File: config.mk
export PLATFORM = sky130hd
export DESIGN_NAME = modmul_rr_arbiter
export DESIGN_NICKNAME = d
export VERILOG_FILES = /design/src/rtl/modmul_rr_arbiter_pkg.sv /design/src/rtl/modmul_rr_arbiter_rr_arb_core.sv /design/src/rtl/modmul_rr_arbiter.sv
export SDC_FILE = /design/constraint.sdc
export NUM_CORES = 1
export LEC_CHECK = 0
export ABC_AREA = 1
export ABC_CLOCK_PERIOD_IN_PS = 2200
export BUFFER_PORTS_ARGS = -buffer_cell sky130_fd_sc_hd__buf_2
export CAP_MARGIN = 30
export CORE_AREA = 2 2 157 159
export CTS_BUF_LIST = sky130_fd_sc_hd__clkbuf_16
export DETAILED_ROUTE_END_ITERATION = 7
export DIE_AREA = 0 0 159 161
export HOLD_SLACK_MARGIN = 0.02
export SLEW_MARGIN = 0
export SYNTH_ARGS = -nofsm -noshare
export SYNTH_HDL_FRONTEND = slang
export SYNTH_HIERARCHICAL = 1
export SYNTH_SLANG_ARGS = --single-unit
File: constraint.sdc
create_clock -name i_clk -period 2.2 [get_ports i_clk]
set_clock_uncertainty 0.15 [all_clocks]
set_input_delay 0.11 -clock i_clk [delete_from_list [all_inputs] [get_ports i_clk]]
set_output_delay 0.11 -clock i_clk [all_outputs]
set_load 0.01 [all_outputs]
File: src/rtl/modmul_rr_arbiter_pkg.sv
// -----------------------------------------------------------------------------
// modmul_rr_arbiter_pkg
// Shared constants and types for the modular-multiplier round-robin arbiter.
//   MODMUL_P         : modulus of the attached multiplier
//   MUL_LATENCY_DEF  : default start-to-done latency of the multiplier
//   tag_t            : tag-pipe entry {valid, id}; id sized for up to 8 requesters
// -----------------------------------------------------------------------------
package modmul_rr_arbiter_pkg;

    localparam logic [31:0] MODMUL_P        = 32'hEC940E71;
    localparam int unsigned MUL_LATENCY_DEF = 16;
    localparam int unsigned TAG_ID_W        = 3;

    typedef struct packed {
        logic                valid;
        logic [TAG_ID_W-1:0] id;
    } tag_t;

endpackage

File: src/rtl/modmul_rr_arbiter_rr_arb_core.sv
// -----------------------------------------------------------------------------
// modmul_rr_arbiter_rr_arb_core
// Round-robin priority select with its pointer register. The search starts at
// the pointer and wraps; the pointer moves past the winner on every grant.
// Ports:
//   i_clk, i_rst   : clock, synchronous active-high reset (forces grant low)
//   i_req          : per-requester request levels
//   o_gnt          : one-hot grant (combinational)
//   o_gnt_valid    : any grant this cycle
//   o_gnt_id       : index of the granted requester
// -----------------------------------------------------------------------------
module modmul_rr_arbiter_rr_arb_core #(
    parameter int unsigned N_REQ = 4,
    parameter int unsigned ID_W  = $clog2(N_REQ)
) (
    input  logic             i_clk,
    input  logic             i_rst,
    input  logic [N_REQ-1:0] i_req,
    output logic [N_REQ-1:0] o_gnt,
    output logic             o_gnt_valid,
    output logic [ID_W-1:0]  o_gnt_id
);

    logic [ID_W-1:0] r_ptr;
    logic [31:0]     w_idx;

    always_comb begin
        o_gnt       = '0;
        o_gnt_valid = 1'b0;
        o_gnt_id    = '0;
        w_idx       = '0;
        if (!i_rst) begin
            for (int unsigned i = 0; i < N_REQ; i++) begin
                w_idx = 32'(r_ptr) + i;
                if (w_idx >= N_REQ) begin
                    w_idx = w_idx - N_REQ;
                end
                if (!o_gnt_valid && i_req[ID_W'(w_idx)]) begin
                    o_gnt_valid = 1'b1;
                    o_gnt_id    = ID_W'(w_idx);
                end
            end
            if (o_gnt_valid) begin
                o_gnt[o_gnt_id] = 1'b1;
            end
        end
    end

    always_ff @(posedge i_clk) begin
        if (i_rst) begin
            r_ptr <= '0;
        end else if (o_gnt_valid) begin
            r_ptr <= (o_gnt_id == ID_W'(N_REQ - 1)) ? '0 : o_gnt_id + 1'b1;
        end
    end

endmodule

File: src/rtl/modmul_rr_arbiter.sv
// -----------------------------------------------------------------------------
// modmul_rr_arbiter
// Shares one pipelined modular multiplier among N_REQ requesters. A round-robin
// grant feeds a registered issue stage; a latency-matched tag pipe routes each
// multiplier result back to the requester that issued it.
// Ports:
//   i_clk, i_rst         : clock, synchronous active-high reset
//   i_req, i_x, i_y      : per-requester request level and packed operands
//   o_gnt                : one-hot grant (combinational)
//   o_mul_start/x/y      : issue to the multiplier
//   i_mul_o, i_mul_done  : multiplier result and done pulse
//   o_res, o_res_valid   : shared result bus and one-hot one-cycle strobe
//   o_err                : sticky tag/done mismatch flag
// Optional (macro MODMUL_ARB_PERF_EN):
//   o_gnt_cnt, o_busy_cnt, o_stall_cnt : saturating 16-bit performance counters
// -----------------------------------------------------------------------------
module modmul_rr_arbiter
    import modmul_rr_arbiter_pkg::*;
#(
    parameter int unsigned N_REQ       = 4,
    parameter int unsigned ID_W        = $clog2(N_REQ),
    parameter int unsigned MUL_LATENCY = MUL_LATENCY_DEF
) (
    input  logic                  i_clk,
    input  logic                  i_rst,
    input  logic [N_REQ-1:0]      i_req,
    input  logic [32*N_REQ-1:0]   i_x,
    input  logic [32*N_REQ-1:0]   i_y,
    output logic [N_REQ-1:0]      o_gnt,
    output logic                  o_mul_start,
    output logic [31:0]           o_mul_x,
    output logic [31:0]           o_mul_y,
    input  logic [31:0]           i_mul_o,
    input  logic                  i_mul_done,
    output logic [31:0]           o_res,
    output logic [N_REQ-1:0]      o_res_valid,
    output logic                  o_err
`ifdef MODMUL_ARB_PERF_EN
    ,
    output logic [16*N_REQ-1:0]   o_gnt_cnt,
    output logic [15:0]           o_busy_cnt,
    output logic [15:0]           o_stall_cnt
`endif
);

    localparam int unsigned FLUSH_W = $clog2(MUL_LATENCY + 1);

    logic [N_REQ-1:0] w_gnt;
    logic             w_gnt_valid;
    logic [ID_W-1:0]  w_gnt_id;
    logic [31:0]      w_sel_x;
    logic [31:0]      w_sel_y;
    tag_t             w_head;
    logic             w_flushing;

    logic             r_mul_start;
    logic [31:0]      r_mul_x;
    logic [31:0]      r_mul_y;
    logic [ID_W-1:0]  r_issue_id;
    tag_t             r_tag [MUL_LATENCY];
    logic [FLUSH_W-1:0] r_flush;
    logic [31:0]      r_res;
    logic [N_REQ-1:0] r_res_valid;
    logic             r_err;

    modmul_rr_arbiter_rr_arb_core #(
        .N_REQ (N_REQ),
        .ID_W  (ID_W)
    ) u_arb (
        .i_clk       (i_clk),
        .i_rst       (i_rst),
        .i_req       (i_req),
        .o_gnt       (w_gnt),
        .o_gnt_valid (w_gnt_valid),
        .o_gnt_id    (w_gnt_id)
    );

    assign o_gnt = w_gnt;

    // Operand mux driven by the one-hot grant.
    always_comb begin
        w_sel_x = '0;
        w_sel_y = '0;
        for (int k = 0; k < int'(N_REQ); k++) begin
            if (w_gnt[k]) begin
                w_sel_x = i_x[k*32 +: 32];
                w_sel_y = i_y[k*32 +: 32];
            end
        end
    end

    // Issue stage: operands hold their last value when nothing is granted.
    always_ff @(posedge i_clk) begin
        if (i_rst) begin
            r_mul_start <= 1'b0;
            r_mul_x     <= '0;
            r_mul_y     <= '0;
            r_issue_id  <= '0;
        end else begin
            r_mul_start <= w_gnt_valid;
            if (w_gnt_valid) begin
                r_mul_x    <= w_sel_x;
                r_mul_y    <= w_sel_y;
                r_issue_id <= w_gnt_id;
            end
        end
    end

    // Tag pipe: entry 0 captures the issue, head lines up with i_mul_done.
    always_ff @(posedge i_clk) begin
        if (i_rst) begin
            for (int i = 0; i < int'(MUL_LATENCY); i++) begin
                r_tag[i] <= '0;
            end
        end else begin
            r_tag[0] <= '{valid: r_mul_start, id: TAG_ID_W'(r_issue_id)};
            for (int i = 1; i < int'(MUL_LATENCY); i++) begin
                r_tag[i] <= r_tag[i-1];
            end
        end
    end

    assign w_head = r_tag[MUL_LATENCY-1];

    // The multiplier is not reset, so stale done pulses may still emerge for
    // MUL_LATENCY cycles after reset; they are ignored while this counts down.
    always_ff @(posedge i_clk) begin
        if (i_rst) begin
            r_flush <= FLUSH_W'(MUL_LATENCY);
        end else if (r_flush != '0) begin
            r_flush <= r_flush - 1'b1;
        end
    end

    assign w_flushing = (r_flush != '0);

    // Return stage and sticky mismatch flag.
    always_ff @(posedge i_clk) begin
        if (i_rst) begin
            r_res       <= '0;
            r_res_valid <= '0;
            r_err       <= 1'b0;
        end else begin
            r_res_valid <= '0;
            if (!w_flushing) begin
                if (w_head.valid && i_mul_done) begin
                    r_res       <= i_mul_o;
                    r_res_valid <= N_REQ'(1) << w_head.id;
                end
                if (w_head.valid ^ i_mul_done) begin
                    r_err <= 1'b1;
                end
            end
        end
    end

    assign o_mul_start = r_mul_start;
    assign o_mul_x     = r_mul_x;
    assign o_mul_y     = r_mul_y;
    assign o_res       = r_res;
    assign o_res_valid = r_res_valid;
    assign o_err       = r_err;

`ifdef MODMUL_ARB_PERF_EN
    logic [N_REQ-1:0][15:0] r_gnt_cnt;
    logic [15:0]            r_busy_cnt;
    logic [15:0]            r_stall_cnt;

    always_ff @(posedge i_clk) begin
        if (i_rst) begin
            r_gnt_cnt   <= '0;
            r_busy_cnt  <= '0;
            r_stall_cnt <= '0;
        end else begin
            for (int k = 0; k < int'(N_REQ); k++) begin
                if (w_gnt[k] && (r_gnt_cnt[k] != 16'hFFFF)) begin
                    r_gnt_cnt[k] <= r_gnt_cnt[k] + 16'd1;
                end
            end
            if (r_mul_start && (r_busy_cnt != 16'hFFFF)) begin
                r_busy_cnt <= r_busy_cnt + 16'd1;
            end
            if (|(i_req & ~w_gnt) && (r_stall_cnt != 16'hFFFF)) begin
                r_stall_cnt <= r_stall_cnt + 16'd1;
            end
        end
    end

    assign o_gnt_cnt   = r_gnt_cnt;
    assign o_busy_cnt  = r_busy_cnt;
    assign o_stall_cnt = r_stall_cnt;
`endif

endmodule
; Word-level counts from Yosys, hierarchy flattened
; Memories as Yosys holds them, arrays and structs flattened.
; Cells that the tools add are included.
[classes]
addsub = 9
magnitude_cmp = 10
n_eq_ne = 1
shift = 1
muxes = 63
bitwise = 19
n_reduce_logical = 12
[op_table]
columns = cell, n
row1 = $mux 32, 8
row2 = $mux 4, 18
row3 = $mux 2, 15
row4 = $mux 1, 17
row5 = $or 1x1->1, 16
row6 = $lt 2x3->1 const B, 5
row7 = $ge 3x3->1 const B, 3
row8 = $bmux 1 s2, 4
row9 = $sub 2x1->2 const B, 4
row10 = $add 2x2->3 const B, 2
row11 = $logic_and 1x1->1, 5
row12 = $reduce_bool 5->1, 1
row13 = $sub 5x1->5 const B, 1
row14 = $reduce_and 2->1, 2
row15 = $shl 1x3->4 const A, 1
row16 = $add 2x1->3 const B, 1
row17 = $ge 2x3->1 const B, 1
row18 = $logic_not 1->1, 3
row19 = $reduce_or 3->1, 1
row20 = $add 2x1->2 const B, 1
row21 = $demux 1 s2, 1
row22 = $eq 2x2->1 const B, 1
row23 = $ge 2x1->1 const B, 1
row24 = $not 1->1, 2
row25 = $xor 1x1->1, 1
[word_totals]
register_bits = 111
ramBits = 64
out_inout_bits = 106
wordCells = 125
n_memories = 1
[memory_table]
columns = name, depth, width, read_ports, rd_ports_with_merged_regs, write_ports, line_no
row1 = r_tag, 16, 4, 16, 0, 16, modmul_rr_arbiter.sv:60  ; tag_t r_tag [MUL_LATENCY];

; Longest topological paths before layout
; Gate-level depths: netlist of the first run.
[logic_depth]
word_depth = 29
depth_mapped = 19
depth_no_buf = 18

; Modules after synthesis
; The synthesis of the first run kept the hierarchy.
[by_module_without_submodules]
columns = mod, instances, cells_each, area_each_um2
row1 = modmul_rr_arbiter, 1, 1176, 7468.4
row2 = modmul_rr_arbiter_rr_arb_core, 1, 82, 389.1

; Least setup slack after synthesis of the first run
; OpenSTA, ideal clock, no wires.
[synth_path]
path_type = register -> register
from = register u_arb.r_ptr[0]
to = register r_mul_x[2], in the netlist o_mul_x[2]
arrival_time_ns = 2.160
setup_slack_ns = -0.181
path_stages_with_launch = 16
path_buffers = 3
cell_sequence = dfxtp_1 buf_4 nand2_2 nand3_1 nand2_1 nor2_2 nand3_1 nor2_1 nor2_2 nor2_1 buf_4 clkbuf_1 a21oi_1 nand2_1 nand2_1 a21oi_1
[synth_via]
word_cells_on_any_way = 58
[synth_lines]
columns = item, line_no
row1 = start: declaration, modmul_rr_arbiter_rr_arb_core.sv:24  ; logic [ID_W-1:0] r_ptr;
row2 = start signal: assignment, modmul_rr_arbiter_rr_arb_core.sv:53  ; r_ptr <= (o_gnt_id == ID_W'(N_REQ - 1)) ? '0 : o_gnt_id + 1'b1;
row3 = $ge 2x3->1 / $sub 2x1->2 (equally long branches), "modmul_rr_arbiter_rr_arb_core.sv:35, modmul_rr_arbiter_rr_arb_core.sv:36"
row4 = $mux 2, modmul_rr_arbiter_rr_arb_core.sv:35  ; if (w_idx >= N_REQ) begin
row5 = $mux 2, modmul_rr_arbiter_rr_arb_core.sv:32  ; if (!i_rst) begin
row6 = $bmux 1 s2, modmul_rr_arbiter_rr_arb_core.sv:38  ; if (!o_gnt_valid && i_req[ID_W'(w_idx)]) begin
row7 = $mux 1 (not written as such), modmul_rr_arbiter_rr_arb_core.sv:38
row8 = $mux 1, modmul_rr_arbiter_rr_arb_core.sv:38
row9 = $mux 1, modmul_rr_arbiter_rr_arb_core.sv:32
row10 = $logic_not 1->1, modmul_rr_arbiter_rr_arb_core.sv:38
row11 = (+11 left out), -
row12 = $lt 2x3->1 (not written as such) / $ge 2x1->1 (equally long branches), modmul_rr_arbiter_rr_arb_core.sv:44  ; o_gnt[o_gnt_id] = 1'b1;
row13 = $logic_and 1x1->1 (not written as such), modmul_rr_arbiter_rr_arb_core.sv:44
row14 = $mux 1 (not written as such), modmul_rr_arbiter_rr_arb_core.sv:44
row15 = $demux 1 s2, -
row16 = $mux 4 (*), modmul_rr_arbiter_rr_arb_core.sv:43  ; if (o_gnt_valid) begin
row17 = $mux 4 (*), modmul_rr_arbiter_rr_arb_core.sv:32
row18 = net o_gnt[2], modmul_rr_arbiter.sv:29  ; output logic [N_REQ-1:0] o_gnt,
row19 = $mux 32 (*) (2 in a row), modmul_rr_arbiter.sv:85  ; if (w_gnt[k]) begin
row20 = end signal: assignment, modmul_rr_arbiter.sv:102  ; r_mul_x <= w_sel_x;
row21 = end: declaration, modmul_rr_arbiter.sv:57  ; logic [31:0] r_mul_x;
; Mark *: on every way through the listed nets, which the timed path passes. The rest lies on a longest branch. The select of a mux whose other input is x is not followed.
; A chain may end at the register's enable or synchronous reset.

; Worst setup path after layout of the first run
[layout_path]
from = register u_arb.r_ptr[0]
to = register r_mul_y[8], in the netlist o_mul_y[8]
[layout_via]
elab_chain_cells = 29
word_cells_on_any_way = 58
[layout_lines]
columns = item, line_no
row1 = $ge 2x3->1 / $sub 2x1->2 (equally long branches), "modmul_rr_arbiter_rr_arb_core.sv:35, modmul_rr_arbiter_rr_arb_core.sv:36"
row2 = $mux 2, modmul_rr_arbiter_rr_arb_core.sv:35
row3 = $mux 2, modmul_rr_arbiter_rr_arb_core.sv:32
row4 = $bmux 1 s2, modmul_rr_arbiter_rr_arb_core.sv:38
row5 = $mux 1 (not written as such), modmul_rr_arbiter_rr_arb_core.sv:38
row6 = $mux 1, modmul_rr_arbiter_rr_arb_core.sv:38
row7 = $mux 1, modmul_rr_arbiter_rr_arb_core.sv:32
row8 = $logic_not 1->1, modmul_rr_arbiter_rr_arb_core.sv:38
row9 = (+10 left out), -
row10 = $mux 2, modmul_rr_arbiter_rr_arb_core.sv:32
row11 = $lt 2x3->1 (not written as such) / $ge 2x1->1 (equally long branches), modmul_rr_arbiter_rr_arb_core.sv:44
row12 = $logic_and 1x1->1 (not written as such), modmul_rr_arbiter_rr_arb_core.sv:44
row13 = $mux 1 (not written as such), modmul_rr_arbiter_rr_arb_core.sv:44
row14 = $demux 1 s2, -
row15 = $mux 4, modmul_rr_arbiter_rr_arb_core.sv:43
row16 = $mux 4, modmul_rr_arbiter_rr_arb_core.sv:32
row17 = $mux 32 (4 in a row), modmul_rr_arbiter.sv:85
row18 = end signal: assignment, modmul_rr_arbiter.sv:103  ; r_mul_y <= w_sel_y;
row19 = end: declaration, modmul_rr_arbiter.sv:58  ; logic [31:0] r_mul_y;
; Several ways; a longest one is shown, not always the timed one. The select of a mux whose other input is x is not followed.

==> reports/qor.yml, run 1 <==
finalHoldViolations: 0
relSlewSlack_pct: 61.14
top_layer_used: "met4"
synthesis.area_um2: 7858
worst_pin_slew_ns: 0.5829
dr.pass1.iters: 7
area_growth_pct: 94.60
pin_count: 401
post-dp-hpwl_um: 22210
clk_pin_slew_ns: 0.08
placed_area_um2: 10540
fin_setup_tns_ns: -18.60
clk_latency_ns: 0.43
crit_slowest_cell: "dfxtp_4"
port_buffers: 400
grt_use_total_pct: 28.30
fin_crit_ns: 2.627
syn_inst: 1258
cts_made_buffers: 17
p_leak_nw: 7.777
via_per_inst: 5.009
drt-initial-drc-count: 1182
fin_nets: 2269
startpoint: "u_arb/r_ptr[0]"
ys_warn_count: 6
yosys.area.top_type: "dfxtp_1"
synth_top_area_share_pct: 40.51
pwr-share-seq_pct: 18.8
rr_startpoint: "u_arb/r_ptr[0]"
crit_path_end_kind: "flip-flop"
fmax_mhz: 380.7
cts.sinks: 159
worst_ep_arrival_time_ns: 2.84
die_x_um: 159
fp-row-count: 57
seq_area_frac_synth_pct: 40.51
clockPowerShare_pct: 15.0
overflow: 0
cts.path.max_buffers: 2
drc_errors: 0
antenna_found_initial: 3
crit_chain: "buf_6 > nand2_2 > nand2_1 > nand2_2 > nand2_2 > nor2_4 > nand2_2 > nand3_4 > nor2_4 > inv_2 > nor2_4 > buf_12 > buf_12 > buf_12 > nand2_1 > nand2_1 > nand2_1 > nand2_1 > nand2_1 > a21oi_1"
vdd_drop_max_mv: 0.7611
hold_start: "i_y[26]"
gp_congestion: 0.9449
cp_max_fo: 13
synth.area.top_cells: "dfxtp_1 (41%), nand2_1 (20%), a21oi_1 (13%)"
required_ns: 2.41
vias: 11580
grt_max_degree: 118
path_common_cell: "nand2_1"
maxCapViolCount: 0
syn_nets: 1556
layout_setup_ws_ns: -0.4271
intPower_mw: 11.29
post_drt_wl_per_cell_um: 17.71
final_area_um2: 15290
drive_gt1_share_pct: 31.55
status: "finished, violations left"
grt_pass1_vias: 11410
synth_commonest_cells: "nand2_1 (426), a21oi_1 (197), dfxtp_1 (159), inv_1 (129), nor2_1 (128)"
h-tree-depth: 4
ys_ff_latch: 159
switchingPower_mw: 9.341
route.met3.wl_um: 3819
hold_path_class: "in -> reg"
wl_met2_um: 19230
initial_utilization_pct: 32.79
met1_length_um: 14840
coreArea_um2: 23960
final_core_util_pct: 63.81
yosysMostFrequentCell: "nand2_1"
p_sw_share_pct: 45.29
slowest_delay_ns: 0.41
p_total_mw: 20.63
synth_edf_count: 0
slew_violations: 0
fp.dieArea_um2: 25600
power.density_nw_per_um2: 1349
rsz0062_at_grt: "true"
post-route-period-util_pct: 119.4
postSynthAreaPerCell_um2: 6.246
violations: "setup timing"
setup_viol: 68
synth_ff_type: "dfxtp_1"
root_buffer: "clkbuf_16"
worstSetupStartpointType: "flip-flop"
drtAntennaViolNets: 0
grt_pass1_wl_um: 57840
synth_cell_type_count: 26
wirelength_um: 40930
p_comb_share_pct: 66.1
cts_tree: "built"
die_h_um: 161
async_reset_ff_share_pct: 0
path_class: "reg -> reg"
## critical path, delay by kind of cell (launching register included)
family                 cells  cell delay, ns
buffers and inverters      5            0.68
AO/OA/AOI/OAI              1            0.13
AND/OR/NAND/NOR           14            1.18
flip-flops                 1            0.41
## registers in the layout (all words and copies together) (netlist names)
| signal | cells |
|---|---|
| r_issue_id | 2 |
| r_flush | 5 |
| o_res | 32 |
| r_tag | 48 |
| o_res_valid | 4 |
| u_arb/r_ptr | 2 |
| o_mul_x | 32 |
| o_mul_start | 1 |
| o_mul_y | 32 |
| o_err | 1 |
## kinds of logic (layout without fill, tap and decap cells)
family	after synthesis	in the layout	share of synthesized area, %
xor gates and xnor gates	2	2	0.2230
AOI/OAI and AO/OA	236	236	15.16
other	0	3	0
and+or+nand+nor	639	639	32.45
DFF	159	159	40.51
adders and majority gates	3	3	0.4778
buffers and inverters	219	945	11.18
## area by class of cell
cell class	instances	area, um^2
sequential	159	3191
fill	1993	8672
antenna	3	7.507
inverter	134	533.0
tap	324	405.4
timing repair buffer	779	6399
clock inverter	15	203.9
clock buffer	17	425.4
multi-input combinational	880	4126
## through the flow
step	std cells	setup WS, ns	hold WS, ns
after floorplan	1258	-0.01991	0.02165
after global placement	1947	-0.2237	0.1880
after detailed placement	1947	-0.2976	0.1869
after CTS	2276	-0.2590	0.02076
after global routing	2311	-0.5128	0.04085
final	2311	-0.4271	0.02675
## path summary, 6_finish.rpt
path | depth (start not counted) | endpoint | slack, ns
worst min-delay path | 7 | o_mul_y[26] | 0.03
worst max register to register | 20 | o_mul_y[8] | -0.43
worst max-delay path | 20 | o_mul_y[8] | -0.43
worst min register to register | 2 | r_tag[1][7] | 0.25
## cell usage in the layout, fill, tap and decap left out, types with 7 or more instances in the layout
| cell type | count |
|---|---|
| a21oi_1 | 192 |
| buf_12 | 22 |
| buf_16 | 9 |
| buf_2 | 395 |
| buf_4 | 33 |
| buf_6 | 26 |
| clkbuf_16 | 32 |
| dfxtp_1 | 157 |
| dlygate4sd3_1 | 274 |
| inv_1 | 126 |
| nand2_1 | 384 |
| nand2_2 | 38 |
| nand2_4 | 7 |
| nand3_1 | 59 |
| nand3_2 | 12 |
| nor2_1 | 121 |
| nor2_4 | 9 |
| o21ai_0 | 29 |
## power by group through the flow
stage                     clock [mW]  combinational, mW  sequential [mW]
after CTS                       3.17               10.6             3.85
final                           3.10               13.6             3.88
after global placement             0               8.78             3.89
after global routing            3.30               14.5             3.93
after detailed placement           0               8.80             3.91
after floorplan                    0               5.44             4.10
## layer usage
layer	GRT usage, %	up-vias
li1	-	5356
met1	31.48	5156
met2	46.90	804
met3	7.370	259
met4	21.03	0
met5	0	-
## timing repair
action / 4_1_cts / 5_1_grt
resized for setup: 64 / 77
hold endpoints to repair: 97 / 0
endpoints found under the setup margin: 72 / 73
hold buffers: 274 / 0
setup buffers: 19 / 12
pin swaps: 16 / 36
cloned: 5 / 20
Power figures use the tool's default switching activity.
==> run 2, diff against run 1 <==
--- a/config.mk
+++ b/config.mk
@@ -7,12 +7,12 @@
 export LEC_CHECK = 0
 export ABC_AREA = 1
 export ABC_CLOCK_PERIOD_IN_PS = 2200
-export BUFFER_PORTS_ARGS = -buffer_cell sky130_fd_sc_hd__buf_2
 export CAP_MARGIN = 30
-export CORE_AREA = 2 2 157 159
+export CORE_ASPECT_RATIO = 0.75
+export CORE_UTILIZATION = 34
 export CTS_BUF_LIST = sky130_fd_sc_hd__clkbuf_16
 export DETAILED_ROUTE_END_ITERATION = 7
-export DIE_AREA = 0 0 159 161
+export DONT_BUFFER_PORTS = 1
 export HOLD_SLACK_MARGIN = 0.02
 export SLEW_MARGIN = 0
 export SYNTH_ARGS = -nofsm -noshare
==> reports/qor.yml, run 2 (synthesized netlist as in run 1, its figures left out) <==
status: "finished, violations left"  # unchanged
violations: "hold timing, setup timing"  # was setup timing
final_area_um2: 11350  # was 15290 um^2
post-route-period-util_pct: 112.9  # was 119.4%
cp_max_fo: 12  # was 13
final_cell_mix: "nand2_1 (374), a21oi_1 (166), dfxtp_1 (157)"  # was buf_2 (395), nand2_1 (384), dlygate4sd3_1 (274)
slew_violations: 0  # unchanged
grt_pass1_wl_um: 44500  # was 57840 um
clk_latency_ns: 0.43  # about the same
cts.sinks: 159  # unchanged
hold_buffers: 84  # was 274
largest_reg_flops: 48  # unchanged
crit_path_end_kind: "flip-flop"  # unchanged
cts_tree: "built"  # unchanged
wirelength_um: 30780  # was 40930 um
hold_path_class: "in -> reg"  # unchanged
rsz0062_at_grt: "true"  # unchanged
die_x_um: 177.5  # was 159 um
antenna_found_initial: 1  # was 3
final_core_util_pct: 50.80  # was 63.81%
cts_made_buffers: 17  # unchanged
worstSetupStartpointType: "flip-flop"  # unchanged
finalHoldViolations: 69  # was 0
pin_count: 401  # unchanged
die_h_um: 133.7  # was 161 um
post-dp-hpwl_um: 19760  # was 22210 um
fp.dieArea_um2: 23730  # was 25600 um^2
layout_commonest_cell: "nand2_1"  # was buf_2
overflow: 0  # unchanged
port_buffers: 0  # was 400
placed_area_um2: 8690  # was 10540 um^2
p_leak_nw: 5.349  # was 7.777 nW
grt_use_total_pct: 24.87  # was 28.30%
coreArea_um2: 22350  # was 23960 um^2
required_ns: 2.37  # was 2.41 ns
worst_pin_slew_ns: 0.5442  # was 0.5829 ns
relSlewSlack_pct: 63.67  # was 61.14%
reg2regPathDepth: 19  # was 20
drc_errors: 0  # unchanged
gp_congestion: 1.027  # was 0.9449
largest-register: "r_tag"  # unchanged
fmax_mhz: 402.6  # was 380.7 MHz
root_buffer: "clkbuf_16"  # unchanged
drive_gt1_share_pct: 19.99  # was 31.55%
cp-endpoint: "o_mul_y[24]"  # was o_mul_y[8]
via_per_inst: 5.107  # was 5.009
drtAntennaViolNets: 0  # unchanged
whs_ns: -0.4024  # was 0.02675 ns
rr_startpoint: "u_arb/r_ptr[0]"  # unchanged
startpoint: "u_arb/r_ptr[0]"  # unchanged
path_class: "reg -> reg"  # unchanged
wl_met2_um: 14260  # was 19230 um
met1_length_um: 12270  # was 14840 um
clk_pin_slew_ns: 0.07  # was 0.08 ns
area_growth_pct: 44.47  # was 94.60%
cts.path.max_buffers: 2  # unchanged
grt_pass1_vias: 8190  # was 11410
vdd_drop_max_mv: 0.7937  # was 0.7611 mV
top_layer_used: "met5"  # was met4
route.met3.wl_um: 3163  # was 3819 um
h-tree-depth: 4  # unchanged
initial_utilization_pct: 35.16  # was 32.79%
vias: 8692  # was 11580
worst_ep_arrival_time_ns: 2.66  # was 2.84 ns
drt-initial-drc-count: 590  # was 1182
fp-row-count: 47  # was 57
power.density_nw_per_um2: 1662  # was 1349 nW/um^2
dr.pass1.iters: 6  # was 7
fin_nets: 1691  # was 2269
grt_max_degree: 119  # was 118
fin_setup_tns_ns: -15.55  # was -18.60 ns
reg2reg_slack_ns: -0.28  # was -0.43 ns
setup_viol: 68  # unchanged
reg2reg_to: "o_mul_y[24]"  # was o_mul_y[8]
fin_crit_ns: 2.484  # was 2.627 ns
post_drt_wl_per_cell_um: 18.08  # was 17.71 um
maxCapViolCount: 0  # unchanged
layout_setup_ws_ns: -0.2841  # was -0.4271 ns
-- run 2: layout make-up --
type | count | area [um^2]
diodes | 2 | 5.005
flip-flops and latches | 159 | 3191
clock inverters | 15 | 151.4
repair buffers | 201 | 2422
inverters | 134 | 529.3
well taps | 294 | 367.9
multi-input cells | 880 | 4260
fillers | 2194 | 10990
clock buffers | 17 | 425.4
-- run 2: report_power, final --
| group | internal [mW] | switching [mW] | total [mW] |
|---|---|---|---|
| Sequential | 3.51 | 0.802 | 4.31 |
| Clock | 1.59 | 1.31 | 2.90 |
| Combinational | 5.31 | 6.34 | 11.7 |
-- run 2: routing by layer --
layer  vias to the layer above  GRT usage (%)
li1                       4194              -
met1                      3971          28.78
met2                       449          40.60
met3                        76          8.876
met4                         2          11.11
met5                         -          4.792
-- run 2: worst min-delay path by stage --
stage	depth (start not counted)	to	startpoint
floorplan	1	u_arb/r_ptr[0]	i_rst
global placement	1	o_mul_x[4]	i_rst
detailed placement	1	o_mul_x[5]	i_rst
CTS	1	o_mul_x[4]	i_rst
global route	1	o_mul_x[5]	i_rst
finish	1	o_mul_x[5]	i_rst
-- run 2: repair_timing --
action / 4_1_cts / 5_1_grt
hold endpoints to repair: 155 / 69
buffers inserted: 20 / 7
cloned: 9 / 6
pin swaps: 25 / 42
resized for setup: 90 / 88
endpoints found under the setup margin: 68 / 72
-- run 2: critical path, stage by stage, from the launching register on --
cell and delay (ns):
dfxtp_4 0.40, buf_6 0.13, nand2_2 0.05, nand2_2 0.08, nand2_2 0.06, nand2_2 0.10, a21oi_1 0.07, nand2_1 0.13
buf_6 0.12, nand3_4 0.07, nor2_4 0.18, buf_12 0.17, inv_16 0.05, buf_12 0.15, nand3_1 0.08, nand2_1 0.09
nand2_2 0.09, nand2_1 0.06, nand2_1 0.07, a21oi_1 0.06
-- run 2: through the flow --
step | worst slack (ns) | std cells | total power [mW]
finish | -0.2841 | 1702 | 18.87
global route | -0.4169 | 1701 | 20.01
CTS | -0.2281 | 1688 | 17.71
detailed placement | -0.3307 | 1543 | 12.27
global placement | -0.2565 | 1543 | 12.15
floorplan | -0.01991 | 1258 | 9.541
==> run 3, diff against run 2 <==
--- a/config.mk
+++ b/config.mk
@@ -8,12 +8,15 @@
 export ABC_AREA = 1
 export ABC_CLOCK_PERIOD_IN_PS = 2200
 export CAP_MARGIN = 30
+export CELL_PAD_IN_SITES_DETAIL_PLACEMENT = 1
+export CELL_PAD_IN_SITES_GLOBAL_PLACEMENT = 2
 export CORE_ASPECT_RATIO = 0.75
-export CORE_UTILIZATION = 34
+export CORE_UTILIZATION = 28
 export CTS_BUF_LIST = sky130_fd_sc_hd__clkbuf_16
 export DETAILED_ROUTE_END_ITERATION = 7
 export DONT_BUFFER_PORTS = 1
 export HOLD_SLACK_MARGIN = 0.02
+export PLACE_DENSITY_LB_ADDON = 0.1
 export SLEW_MARGIN = 0
 export SYNTH_ARGS = -nofsm -noshare
 export SYNTH_HDL_FRONTEND = slang
==> reports/qor.yml, run 3 (synthesized netlist as in run 1, its figures left out) <==
status: "finished, violations left"  # unchanged
violations: "hold timing, setup timing"  # unchanged
grt_pass1_wl_um: 50780  # was 44500 um
layout_setup_ws_ns: -0.3127  # was -0.2841 ns
rsz0062_at_grt: "true"  # unchanged
root_buffer: "clkbuf_16"  # unchanged
reg2reg_to: "o_mul_x[7]"  # was o_mul_y[24]
clk_latency_ns: 0.43  # about the same
grt_pass1_vias: 8762  # was 8190
instances_no_fill: 1759  # was 1702
cts.sinks: 159  # unchanged
required_ns: 1.94  # was 2.37 ns
fin_nets: 1692  # was 1691
die_x_um: 195.4  # was 177.5 um
post-dp-hpwl_um: 22380  # was 19760 um
hold_start: "i_rst"  # unchanged
final_area_um2: 11610  # was 11350 um^2
grt_max_degree: 119  # unchanged
drc_errors: 0  # unchanged
setup_viol: 68  # unchanged
fp-row-count: 52  # was 47
area_growth_pct: 47.72  # was 44.47%
worstSetupStartpointType: "flip-flop"  # unchanged
min_to: "o_mul_x[3]"  # was o_mul_x[5]
worst_pin_slew_ns: 0.3630  # was 0.5442 ns
reg2regPathDepth: 20  # was 19
drtAntennaViolNets: 0  # unchanged
grt_use_total_pct: 23.05  # was 24.87%
h-tree-depth: 4  # unchanged
slew_violations: 0  # unchanged
overflow: 0  # unchanged
largest-register: "r_tag"  # unchanged
layout_commonest_cell: "nand2_1"  # unchanged
pin_count: 401  # unchanged
whs_ns: -0.4080  # was -0.4024 ns
coreArea_um2: 27260  # was 22350 um^2
post-route-period-util_pct: 114.2  # was 112.9%
fmax_mhz: 398.0  # was 402.6 MHz
die_h_um: 147.1  # was 133.7 um
crit_path_end_kind: "primary output"  # was flip-flop
path_class: "reg -> out"  # was reg -> reg
vias: 8490  # was 8692
hold_buffers: 83  # was 84
post_drt_wl_per_cell_um: 20.11  # was 18.08 um
initial_utilization_pct: 28.82  # was 35.16%
largest_reg_flops: 48  # unchanged
via_per_inst: 4.827  # was 5.107
cts.path.max_buffers: 2  # unchanged
gp_congestion: 0.7854  # was 1.027
placed_area_um2: 8671  # was 8690 um^2
drive_gt1_share_pct: 20.33  # was 19.99%
final_cell_mix: "nand2_1 (370), a21oi_1 (167), dfxtp_1 (157)"  # was nand2_1 (374), a21oi_1 (166), dfxtp_1 (157)
fp.dieArea_um2: 28740  # was 23730 um^2
fillers: 3361  # was 2194
antenna_found_initial: 1  # unchanged
drt-initial-drc-count: 277  # was 590
p_leak_nw: 5.454  # was 5.349 nW
final_core_util_pct: 42.58  # was 50.80%
cp_max_fo: 6  # was 12
hold_path_class: "in -> reg"  # unchanged
cts_tree: "built"  # unchanged
dr.pass1.iters: 4  # was 6
cts_made_buffers: 17  # unchanged
min_path_cells: 1  # unchanged
maxCapViolCount: 0  # unchanged
vdd_drop_max_mv: 0.8388  # was 0.7937 mV
power.density_nw_per_um2: 1663  # was 1662 nW/um^2
relSlewSlack_pct: 75.80  # was 63.67%
worst_ep_arrival_time_ns: 2.25  # was 2.66 ns
rr_startpoint: "u_arb/r_ptr[0]"  # unchanged
clk_pin_slew_ns: 0.07  # about the same
port_buffers: 0  # unchanged
reg2reg_slack_ns: -0.27  # was -0.28 ns
dpl.cell_count: 1588  # was 1543
fin_crit_ns: 2.513  # was 2.484 ns
finalHoldViolations: 69  # unchanged
wirelength_um: 35370  # was 30780 um
run 3: changes by cell type in the layout (fill, tap and decap cells not counted), sizes merged:
cell and change:
clkbuf +4, buf -2, bufinv +2, clkinv -2
diode -1, dlygate4sd3 -1
run 3: per-layer routing:
| layer | track usage (%) | share of wire (%) | up-vias | wire [um] |
|---|---|---|---|---|
| met3 | 7.897 | 7.2 | 36 | 2539 |
| met2 | 40.21 | 48 | 245 | 17060 |
| met1 | 26.55 | 42 | 4008 | 15000 |
| met5 | 0 | 0 | - | 0 |
| met4 | 6.890 | 2.2 | 0 | 767 |
| li1 | - | - | 4201 | - |
run 3: critical path: stages, from the launching register on:
cell and delay (ns):
dfxtp_4 0.37, buf_6 0.14, nand2_1 0.07, nand2_2 0.06, nand2_2 0.06, nand2_2 0.06, nor2_4 0.16, nand3_4 0.12
nand2_4 0.09, nand3_4 0.08, nor2_4 0.17, buf_12 0.16, buf_12 0.14, buf_8 0.13
run 3: worst max-delay path by stage:
stage                               from           to  slack [ns]  cells past startpoint
after detailed placement  u_arb/r_ptr[0]  o_mul_y[30]       -0.35                     16
after global placement    u_arb/r_ptr[0]  o_mul_y[30]       -0.28                     17
final                     u_arb/r_ptr[0]     o_gnt[1]       -0.31                     13
after CTS                 u_arb/r_ptr[0]  o_mul_y[22]       -0.24                     20
after global routing      u_arb/r_ptr[1]     o_gnt[1]       -0.45                     13
after floorplan           u_arb/r_ptr[0]   o_mul_x[2]       -0.02                     19
run 3: per-stage QoR:
step | total power [mW] | setup WS (ns) | setup TNS, ns
floorplan | 9.541 | -0.01991 | -1.185
global placement | 12.31 | -0.2797 | -14.32
detailed placement | 12.40 | -0.3450 | -19.28
CTS | 17.55 | -0.2440 | -13.33
global route | 20.71 | -0.4455 | -25.62
finish | 19.30 | -0.3127 | -14.87
run 3: cell type report:
cell class / instances / area [um^2] / share of cell area (%)
Multi-Input combinational cell: 880 / 4322 / 37.23
Sequential cell: 159 / 3191 / 27.49
Timing Repair Buffer: 202 / 2530 / 21.80
Inverter: 134 / 515.5 / 4.441
Tap cell: 351 / 439.2 / 3.784
Clock buffer: 17 / 425.4 / 3.665
Clock inverter: 15 / 182.7 / 1.574
Antenna cell: 1 / 2.502 / 0.02156
run 3: power breakdown:
part	leakage [nW]	internal [mW]	switching, mW
Clock	0.298	1.81	1.33
Sequential	1.29	3.51	0.843
Combinational	3.87	5.50	6.31
Total	5.45	10.8	8.48
run 3: timing repair:
action,in CTS,in global routing
cloned,7,11
setup endpoints to repair,70,69
gates resized for setup,57,140
setup buffers,27,12
pin swaps,26,52
hold endpoints to repair,155,69
